### config.mk
export PLATFORM = sky130hd
export DESIGN_NAME = wadd_strobe_decoder
export DESIGN_NICKNAME = d
export VERILOG_FILES = /design/src/rtl/wadd_strobe_decoder.sv
export SDC_FILE = /design/constraint.sdc
export NUM_CORES = 1
export LEC_CHECK = 0
export ABC_AREA = 1
export CAP_MARGIN = 40
export CORE_AREA = 2 2 39 41
export CTS_CLUSTER_DIAMETER = 40
export CTS_CLUSTER_SIZE = 24
export DETAILED_ROUTE_END_ITERATION = 12
export DIE_AREA = 0 0 41 43
export PLACE_DENSITY = 0.45
export SLEW_MARGIN = 0
export SYNTH_ARGS = -nofsm -noshare
export SYNTH_HDL_FRONTEND = slang
export SYNTH_SLANG_ARGS = --single-unit
export TNS_END_PERCENT = 10
### constraint.sdc
create_clock -name clk -period 2.1 [get_ports clk]
set_clock_uncertainty 0.1 [all_clocks]
set_input_delay 0.42 -clock clk [delete_from_list [all_inputs] [get_ports clk]]
set_output_delay 0.42 -clock clk [all_outputs]
set_load 0.01 [all_outputs]
### src/rtl/wadd_strobe_decoder.sv
// ---------------------------------------------------------------------------
// wadd_strobe_decoder
//
// Registered write-address decoder for register-file write ports. One write
// address is accepted per valid/ready handshake. An in-range address drives a
// one-hot strobe on the matching io_CTRL line for STROBE_LEN cycles. After the
// strobe, the block waits GAP_LEN turnaround cycles before it accepts again.
// An out-of-range address produces no strobe. Instead it sets a sticky error
// flag, and the block stays ready.
//
// Ports
//   clk         in   1       clock, rising edge
//   reset       in   1       asynchronous, active-high reset
//   io_valid    in   1       io_WADD is valid this cycle
//   io_ready    out  1       block can accept an address this cycle
//   io_WADD     in   ADDR_W  write address to decode
//   io_CTRL     out  N_OUT   registered one-hot write strobes
//   io_busy     out  1       strobe or turnaround gap in progress
//   io_err      out  1       sticky: an out-of-range address was accepted
//   io_err_clr  in   1       clears io_err (a simultaneous new error wins)
// ---------------------------------------------------------------------------
module wadd_strobe_decoder #(
    parameter int ADDR_W     = 2,
    parameter int N_OUT      = 4,
    parameter int STROBE_LEN = 1,
    parameter int GAP_LEN    = 0
) (
    input  logic              clk,
    input  logic              reset,
    input  logic              io_valid,
    output logic              io_ready,
    input  logic [ADDR_W-1:0] io_WADD,
    output logic [N_OUT-1:0]  io_CTRL,
    output logic              io_busy,
    output logic              io_err,
    input  logic              io_err_clr
);

    // The counter must be wide enough to hold the longer of the two phase lengths.
    localparam int MAX_LEN = (STROBE_LEN > GAP_LEN) ? STROBE_LEN : GAP_LEN;
    localparam int CNT_W   = ($clog2(MAX_LEN + 1) < 1) ? 1 : $clog2(MAX_LEN + 1);

    typedef enum logic [1:0] {
        IDLE   = 2'd0,
        STROBE = 2'd1,
        GAP    = 2'd2
    } state_t;

    state_t             state_reg, state_next;
    logic [CNT_W-1:0]   cnt_reg,   cnt_next;
    logic [N_OUT-1:0]   ctrl_reg,  ctrl_next;
    logic               err_reg,   err_next;

    logic               accept;
    logic               in_range;
    logic [N_OUT-1:0]   decoded;

    // One comparator for each output line. At most one of them can match.
    genvar gi;
    generate
        for (gi = 0; gi < N_OUT; gi++) begin : g_dec
            assign decoded[gi] = (io_WADD == ADDR_W'(gi));
        end
    endgenerate

    // When every address maps to a line, the range check is constant true.
    // In that case io_err can never be set.
    generate
        if (N_OUT >= (1 << ADDR_W)) begin : g_full_range
            assign in_range = 1'b1;
        end else begin : g_part_range
            assign in_range = ({1'b0, io_WADD} < (ADDR_W + 1)'(N_OUT));
        end
    endgenerate

    assign io_ready = (state_reg == IDLE);
    assign io_busy  = (state_reg != IDLE);
    assign accept   = io_valid && io_ready;
    assign io_CTRL  = ctrl_reg;
    assign io_err   = err_reg;

    always_ff @(posedge clk or posedge reset) begin
        if (reset) begin
            state_reg <= IDLE;
            cnt_reg   <= '0;
            ctrl_reg  <= '0;
            err_reg   <= 1'b0;
        end else begin
            state_reg <= state_next;
            cnt_reg   <= cnt_next;
            ctrl_reg  <= ctrl_next;
            err_reg   <= err_next;
        end
    end

    always_comb begin
        state_next = state_reg;
        cnt_next   = cnt_reg;
        ctrl_next  = ctrl_reg;
        err_next   = err_reg;

        case (state_reg)
            IDLE: begin
                if (accept && in_range) begin
                    state_next = STROBE;
                    ctrl_next  = decoded;
                    cnt_next   = CNT_W'(STROBE_LEN - 1);
                end
            end
            STROBE: begin
                if (cnt_reg != '0) begin
                    cnt_next = cnt_reg - 1'b1;
                end else begin
                    ctrl_next = '0;
                    if (GAP_LEN > 0) begin
                        state_next = GAP;
                        cnt_next   = CNT_W'(GAP_LEN - 1);
                    end else begin
                        state_next = IDLE;
                    end
                end
            end
            GAP: begin
                if (cnt_reg != '0) begin
                    cnt_next = cnt_reg - 1'b1;
                end else begin
                    state_next = IDLE;
                end
            end
            default: begin
                state_next = IDLE;
                ctrl_next  = '0;
                cnt_next   = '0;
            end
        endcase

        // The clear is applied first, so a new error in the same cycle wins.
        if (io_err_clr) begin
            err_next = 1'b0;
        end
        if (accept && !in_range) begin
            err_next = 1'b1;
        end
    end

endmodule
### Yosys cells after proc, flatten, opt, wreduce, memory -nomap -nowiden

Index checks and enable logic that the tools add are counted.

* register bits: 7
* word-level logic and storage cells: 29

* add/subtract/negate cells: 1
* eq/ne operators: 8
* multiplexer cells: 9
* bitwise operators: 1
* reduce and logical (&&, ||, !) cells: 7

Operators by type and width (number)
* $pmux 4 s3: 1
* $mux 4: 2
* $eq 2x2->1 const B: 3
* $eq 2x1->1 const B: 2
* $logic_not 2->1: 2
* $mux 2: 2
* $ne 2x2->1 const B: 2
* $pmux 2 s2: 1
* $reduce_and 3->1: 1
* $mux 1: 2
* $ne 2x1->1 const B: 1
* $pmux 1 s2: 1
* $reduce_and 2->1: 1
* $reduce_bool 2->1: 1
* $reduce_or 2->1: 1
* $logic_and 1x1->1: 1
* $not 1->1: 1
* $sub 1x1->1 const B: 1

### Depth between registers and ports, before layout

Gate-level depths: netlist (run 1).

* word-level depth: 4
* gate-level depth with buffers: 4
* depth with buffers taken out: 4

### Worst setup path after synthesis (run 1)

OpenSTA, ideal clock, no wires.

* path kind: register to output
* start: register state_reg[0]
* end: output port io_ready
* data arrival time: 0.528 ns
* required time: 1.580 ns
* path slack: 1.052 ns
* cell stages (with the launch flop): 2
* path buffers: 0
* path through: dfrtp_1 > inv_1

* longest elaborated chain between the ends: 1

Ends and longest elaborated chain
* start: declaration: RTL line 49 `state_t state_reg, state_next;`
* start signal: assignment: RTL line 89 `state_reg <= state_next;`
* $logic_not 2->1: RTL line 76 `assign io_ready = (state_reg == IDLE);`
* end: declaration: RTL line 31 `output logic io_ready,`

Every way passes these cells.

### Worst setup path after layout (run 1)

Ends and elaborated chain as after synthesis.

==> results.toml, run 1 <==
[finish]
nets = 51
fin_area_sq_um = 368
layout-drive-gt1-share = 0.0909
largest_reg_flops = 4
area_growth_syn_to_layout_pct = 60.7
antenna_cells = 0
n_fill_cell = 167

[critical_path]
crit_type = "reg2out"
critical_path_required_ns = 1.58
crit_chain = "inv_1 -> clkdlybuf4s50_1"
crit_buf_inv = 2
end_kind = "output port"
cp-start-kind = "flip-flop"
worst_r2r_path_depth = 3
critPathArrivalTime_ns = 1.23
cp.depth = 2
cp_max_fo = 4
critPathMaxStageDelay_ns = 0.52
crit_path_top_delay_cell = "clkdlybuf4s50_1"
cpLargestDelayFamily = "buffers and inverters"

[timing]
setup_ws_ns = 0.353
setup-violations-final = 0
timing.hold.ws_ns = 0.284
slew_violations = 0
tns_ns = 0
min_period_ns = 1.75
hold_viol_final = 0
timing.final.crit_share = 0.832
rsz0062_at_grt = "no"
fmax_mhz = 573

[synthesis]
synth_commonest_cells = "13 x nand2_1, 6 x inv_1, 5 x dfrtp_1"
ys.warnings.count = 0
synth_most_common_cell = "nand2_1"
synth_area_leader_cell = "dfrtp_1"
synth_ff_type = "dfrtp_1"
synthCells = 31
syn_nets = 37
synth-seq-area-share = 0.546
synth_edf_count = 0
syn_avg_cell_area_sq_um = 7.39
synth_cell_types = 7
mappedNetlistArea_sq_um = 229
synth_top_area_share = 0.546
ys_ff_latch = 5
synth.area.top_cells = "dfrtp_1 55%, nand2_1 21%, inv_1 9.8%"
async_reset_ff_frac = 1.00

[run_status]
status = "finished clean"

[die]
fp.dieH_microns = 43
initial_core_util = 0.165
coreArea_sq_um = 1380
die_area_sq_um = 1760
pin_count = 13
rows = 14
dieWidth_microns = 41

[clock_tree]
postCtsSetupBuffers = 0
clk_path_buf_depth = 2
htreeDepth = 1
clkSinkCount = 5
clkLatencyLatePin_ns = 0.24
cts_tree = "built"
post_cts_resized = 0
cts_hold_repair.buffers = 0
path_clk_slew_ns = 0.04
cts_buffers = 3
cts_root_buf = "clkbuf_4"

[drt]
drc_errors = 0
vias = 208
drt_pass1_iterations = 4
routed_wl_microns = 454
vias_per_cell = 3.47
drt_iter0_markers = 9
ant_nets = 0
post_drt_wl_per_cell_microns = 7.57

[power_and_ir_drop]
ir_worst_vdd_uv = 211
pwr_density_cell_nw_per_um2 = 699
leakagePower_nw = 0.200

[global_route]
globalRouteOverflowTotal = 0
grt_max_degree = 6
grt_antenna_before_repair = 0
grt_pass1_vias = 183
track_usage = 0.0655
grt_pass1_wl_microns = 703

[placed_design]
placed_cell_area_sq_um = 342
gp_congestion = 0.652
dp_slack_ns = 0.605
port_buffers = 10

[flow_run]
cap_violations = 0

[hold_path]
min_path_type = "in2async"
==> report_power, final <==
part | total, mW | leakage, nW | switching [mW] | internal, mW
clock network | 0.110 | 0.0150 | 0.0386 | 0.0718
registers | 0.106 | 0.0664 | 0.00368 | 0.102
logic | 0.0407 | 0.119 | 0.0182 | 0.0225
==> final timing paths <==
path,startpoint,end,slack (ns)
min reg2reg,io_CTRL[3],io_CTRL[3],0.38
max in group asynchronous,reset,io_CTRL[2],1.44
min,reset,state_reg[0],0.28
max reg2reg,state_reg[0],io_CTRL[2],1.13
max,state_reg[0],io_ready,0.35
min in group clk,io_CTRL[3],io_CTRL[3],0.38
==> per-stage QoR <==
step,power [mW],utilization,std cells
after global placement,0.149,0.247,56
after detailed placement,0.149,0.247,56
final,0.257,0.266,60
after global routing,0.273,0.266,60
after CTS,0.266,0.266,60
after floorplan,0.125,-,31
==> layout make-up <==
| cell class | instances | area [sq um] | area share |
|---|---|---|---|
| inverter | 6 | 22.5 | 0.0612 |
| clock buffer | 4 | 26.3 | 0.0714 |
| multi-input combinational | 19 | 73.8 | 0.201 |
| timing repair buffer | 10 | 100 | 0.272 |
| sequential | 5 | 125 | 0.340 |
| tap | 16 | 20.0 | 0.0544 |
==> routing by layer <==
layer,GRT usage,vias to the layer above,share of wire
met4,0.0800,0,0.011
met5,0,-,0
met3,0.0314,2,0.12
met1,0.0814,87,0.48
met2,0.0688,10,0.39
li1,-,109,-
==> placed cells by master (no fill, tap or decap) <==
master / synthesis / final
clkbuf_4: 0 / 3
clkdlybuf4s50_1: 0 / 10
nand2_1: 13 / 13
conb_1: 1 / 1
clkbuf_1: 0 / 1
dfrtp_1: 5 / 5
nor2_2: 1 / 1
inv_1: 6 / 6
nor2_1: 4 / 4
==> kinds of logic (layout without fill, tap and decap cells) <==
group,Yosys count,count (layout),synth area share
other,1,1,0.0164
flip-flops,5,5,0.546
buffers and inverters,7,20,0.131
AND/OR/NAND/NOR,18,18,0.306
Note: power is estimated with default switching activity, not from simulation.
==> run 2, diff against run 1 <==
- PLACE_DENSITY: 0.45 -> 0.47
- clock period: 2.1 -> 1.6 ns (I/O delays scaled with it)
==> run 2 against run 1 <==
Final cell count did not move. Register-to-register slack worse by 0.49 ns. Global-route usage grew 0.21 points. Sequential share of layout area increased by 0.23 points. Sequential cell count stayed put. Total power grew 31%. Combinational power increased by 27%. Setup slack got worse by 0.29 ns. Clock-buffer cell count stayed put. First-iteration DRC count fell by 78%. Wire length increased by 1.8%. Non-clock buffer count is the same. Critical endpoint is now io_CTRL[2]. Largest cell class unchanged. Highest routed layer is now met3.
==> results.toml, run 2 (synthesis results as in run 1) <==
[timing]
fmax_mhz = 652
rsz0062_at_grt = "no"
min_period_ns = 1.53
setup-violations-final = 0
timing.hold.ws_ns = 0.195
slew_violations = 0
setup_ws_ns = 0.0661
timing.final.crit_share = 0.959
tns_ns = 0
hold_viol_final = 0

[critical_path]
r2r_slack_ns = 0.64
cp_max_fo = 2
crit_path_top_delay_cell = "clkdlybuf4s50_1"
crit_buf_inv = 1
r2r-end = "io_CTRL[1]"
crit_start = "io_CTRL[2]"
cp.depth = 1
crit_type = "reg2out"
cpLargestDelayFamily = "buffers and inverters"
cp-start-kind = "flip-flop"
critical_path_required_ns = 1.18
critPathMaxStageDelay_ns = 0.53
crit_chain = "clkdlybuf4s50_1"
worst_r2r_path_depth = 3
r2r-start = "state_reg[0]"
end_kind = "output port"
critPathArrivalTime_ns = 1.11

[finish]
layout_common_cells = "13 x nand2_1, 8 x clkdlybuf4s50_1, 6 x inv_1, 5 x dfrtp_1, 4 x nor2_1"
antenna_cells = 0
largest_reg_flops = 4
final_cell_count_no_fill = 60
fin_area_sq_um = 365
area_growth_syn_to_layout_pct = 59.6
layout_commonest_cell = "nand2_1"
layout-drive-gt1-share = 0.0909
nets = 51
final_util = 0.264

[placed_design]
dp_slack_ns = 0.210
dp.cells = 56
placed_cell_area_sq_um = 342
gp_congestion = 0.709
post-dp-hpwl_microns = 346
port_buffers = 10

[clock_tree]
postCtsSetupBuffers = 0
cts_root_buf = "clkbuf_4"
cts_tree = "built"
path_clk_slew_ns = 0.04
clkSinkCount = 5
cts_buffers = 3
clkLatencyLatePin_ns = 0.24
clk_path_buf_depth = 2
htreeDepth = 1

[drt]
drt_pass1_iterations = 2
vias = 216
drc_errors = 0
post_drt_wl_per_cell_microns = 7.70
routed_wl_microns = 462
drt_iter0_markers = 2
vias_per_cell = 3.60
ant_nets = 0

[global_route]
grt_pass1_wl_microns = 696
grt_max_degree = 6
track_usage = 0.0676
grt_pass1_vias = 177
globalRouteOverflowTotal = 0
grt_antenna_before_repair = 0

[power_and_ir_drop]
pwr-share-seq = 0.414
leakagePower_nw = 0.203
p_total_mw = 0.336
combPwrFrac = 0.154
clockPowerShare = 0.432
switchingPower_mw = 0.0799
p_sw_frac = 0.238
pwr_density_cell_nw_per_um2 = 919
ir_worst_vdd_uv = 271
intPower_mw = 0.256

[die]
coreArea_sq_um = 1380
die_area_sq_um = 1760
fp.dieH_microns = 43
rows = 14
initial_core_util = 0.165
pin_count = 13
dieWidth_microns = 41

[flow_run]
cap_violations = 0

[run_status]
status = "finished clean"

[hold_path]
min_path_type = "in2async"
run 2: cell types whose count changed in the layout (fill, tap and decap cells not counted), sizes merged:
| cell | before | now |
|---|---|---|
| dlygate4sd2 | 0 | 2 |
| clkdlybuf4s50 | 10 | 8 |
run 2: power by group through the flow:
stage          registers [mW]  logic (mW)  clock network, mW
2_1_floorplan           0.145      0.0192                  0
4_1_cts                 0.139      0.0528              0.153
5_1_grt                 0.140      0.0576              0.161
6_report                0.139      0.0517              0.145
3_3_place_gp            0.141      0.0544                  0
3_5_place_dp            0.141      0.0549                  0
run 2: layout make-up:
class                      instances  area (sq um)
clock buffer                       4          26.3
fill                             159          1020
inverter                           6          22.5
multi-input combinational         19          73.8
sequential                         5           125
tap                               16          20.0
timing repair buffer              10          97.6
run 2: worst max-delay path by stage:
| stage | end | slack [ns] |
|---|---|---|
| 2_1_floorplan | io_ready | 0.65 |
| 3_3_place_gp | io_ready | 0.21 |
| 3_5_place_dp | io_ready | 0.21 |
| 4_1_cts | io_CTRL[2] | 0.05 |
| 5_1_grt | io_CTRL[3] | 0.02 |
| 6_report | io_CTRL[2] | 0.07 |
run 2: timing repair:
item	CTS	global route
hold buffers	0	0
setup endpoints to repair	2	0
resized for setup	2	0
hold endpoints to repair	0	0
run 2: per-layer routing:
metal	vias to the layer above	GRT usage	wire, microns
met5	-	0	0
met4	0	0.0800	0
met3	0	0.0471	55
met2	11	0.0656	182
met1	93	0.0817	225
li1	112	-	-
==> run 3, diff against run 2 <==
--- a/config.mk
+++ b/config.mk
@@ -19,2 +19 @@
 export SYNTH_SLANG_ARGS = --single-unit
-export TNS_END_PERCENT = 10
--- a/constraint.sdc
+++ b/constraint.sdc
@@ -4,2 +4,2 @@
 set_output_delay 0.32 -clock clk [all_outputs]
-set_load 0.01 [all_outputs]
+set_load 0.1 [all_outputs]
==> run 3 against run 2 <==
Wire length down 11%. Utilization is 5.1 points higher. Die area is the same. Critical path type unchanged. Critical endpoint is now io_ready. Largest power group is now combinational logic.
==> results.toml, run 3 (synthesis results as in run 1) <==
[critical_path]
worst_r2r_path_depth = 3
crit_type = "reg2out"
cp.depth = 2
cp-start-kind = "flip-flop"
worstSetupEndpoint = "io_ready"
r2r-end = "io_CTRL[2]"
crit_start = "state_reg[0]"
cpLargestDelayFamily = "flip-flops"
crit_path_top_delay_cell = "dfrtp_4"
cp_max_fo = 4
r2r_slack_ns = 0.53
critPathArrivalTime_ns = 1.01
crit_chain = "clkinvlp_4 -> buf_12"
critical_path_required_ns = 1.18
r2r-start = "state_reg[0]"
end_kind = "output port"
crit_buf_inv = 2
critPathMaxStageDelay_ns = 0.51

[finish]
layout-drive-gt1-share = 0.273
final_cell_count_no_fill = 60
nets = 51
layout_common_cells = "13 x nand2_1, 6 x buf_12, 5 x inv_1"
antenna_cells = 0
largest_reg_flops = 4
layout_commonest_cell = "nand2_1"
area_growth_syn_to_layout_pct = 90.2
n_fill_cell = 154

[global_route]
grt_antenna_before_repair = 0
grt_pass1_wl_microns = 690
track_usage = 0.0664
grt_max_degree = 6
grt_pass1_vias = 179
globalRouteOverflowTotal = 0

[clock_tree]
cts_hold_repair.buffers = 0
clkSinkCount = 5
postCtsSetupBuffers = 0
htreeDepth = 1
post_cts_resized = 0
clkLatencyLatePin_ns = 0.24
cts_tree = "built"
path_clk_slew_ns = 0.04
clk_path_buf_depth = 2
cts_buffers = 3
cts_root_buf = "clkbuf_4"

[drt]
ant_nets = 0
drt_iter0_markers = 1
drc_errors = 0
drt_pass1_iterations = 2
routed_wl_microns = 412
vias_per_cell = 3.30
post_drt_wl_per_cell_microns = 6.87
vias = 198

[timing]
setup-violations-final = 0
timing.final.crit_share = 0.891
rsz0062_at_grt = "no"
min_period_ns = 1.43
fmax_mhz = 701
tns_ns = 0
timing.hold.ws_ns = 0.182
hold_viol_final = 0
slew_violations = 0

[die]
initial_core_util = 0.165
die_area_sq_um = 1760
pin_count = 13
dieWidth_microns = 41
coreArea_sq_um = 1380
rows = 14
fp.dieH_microns = 43

[placed_design]
port_buffers = 10
gp_congestion = 0.699
dp.cells = 56

[hold_path]
min_path_type = "in2async"

[run_status]
status = "finished clean"

[power_and_ir_drop]
ir_worst_vdd_uv = 256
leakagePower_nw = 0.226
pwr_density_cell_nw_per_um2 = 1010

[flow_run]
cap_violations = 0
run 3: how the worst min path moves through the flow:
stage / startpoint / to / slack, ns / cells past startpoint
after floorplan: reset / io_CTRL[0] / -0.001 / 1
after global placement: io_CTRL[0] / io_CTRL[0] / 0.43 / 2
after detailed placement: io_CTRL[0] / io_CTRL[0] / 0.43 / 2
after CTS: reset / io_CTRL[3] / 0.19 / 2
after global routing: reset / io_CTRL[3] / 0.19 / 2
final: reset / io_CTRL[3] / 0.18 / 2
run 3: final cells by class:
cell class | count | area (sq um) | area share
Sequential cell | 5 | 129 | 0.296
Clock buffer | 4 | 26.3 | 0.0603
Multi-Input combinational cell | 19 | 73.8 | 0.170
Tap cell | 16 | 20.0 | 0.0460
Timing Repair Buffer | 10 | 160 | 0.368
Inverter | 6 | 26.3 | 0.0603
run 3: power breakdown:
group	total [mW]	switching, mW	internal, mW
registers	0.146	0.0102	0.136
logic	0.149	0.0992	0.0501
clock network	0.142	0.0483	0.0941
total	0.438	0.158	0.280
run 3: metal layers:
metal | wire [microns] | up-vias | track usage | part of all wire
met5 | 0 | - | 0 | 0
met4 | 0 | 0 | 0.0800 | 0
met3 | 47 | 0 | 0.0471 | 0.11
met2 | 165 | 9 | 0.0719 | 0.40
met1 | 200 | 80 | 0.0712 | 0.49
li1 | - | 109 | - | -
run 3: stage by stage:
step                instance area [sq um]  setup WS (ns)  power [mW]   util
floorplan                             236         0.0497       0.240      -
global placement                      409          0.292       0.298  0.296
detailed placement                    409          0.285       0.298  0.296
CTS                                   435          0.164       0.447  0.315
global route                          435          0.148       0.460  0.315
finish                                435          0.174       0.438  0.315
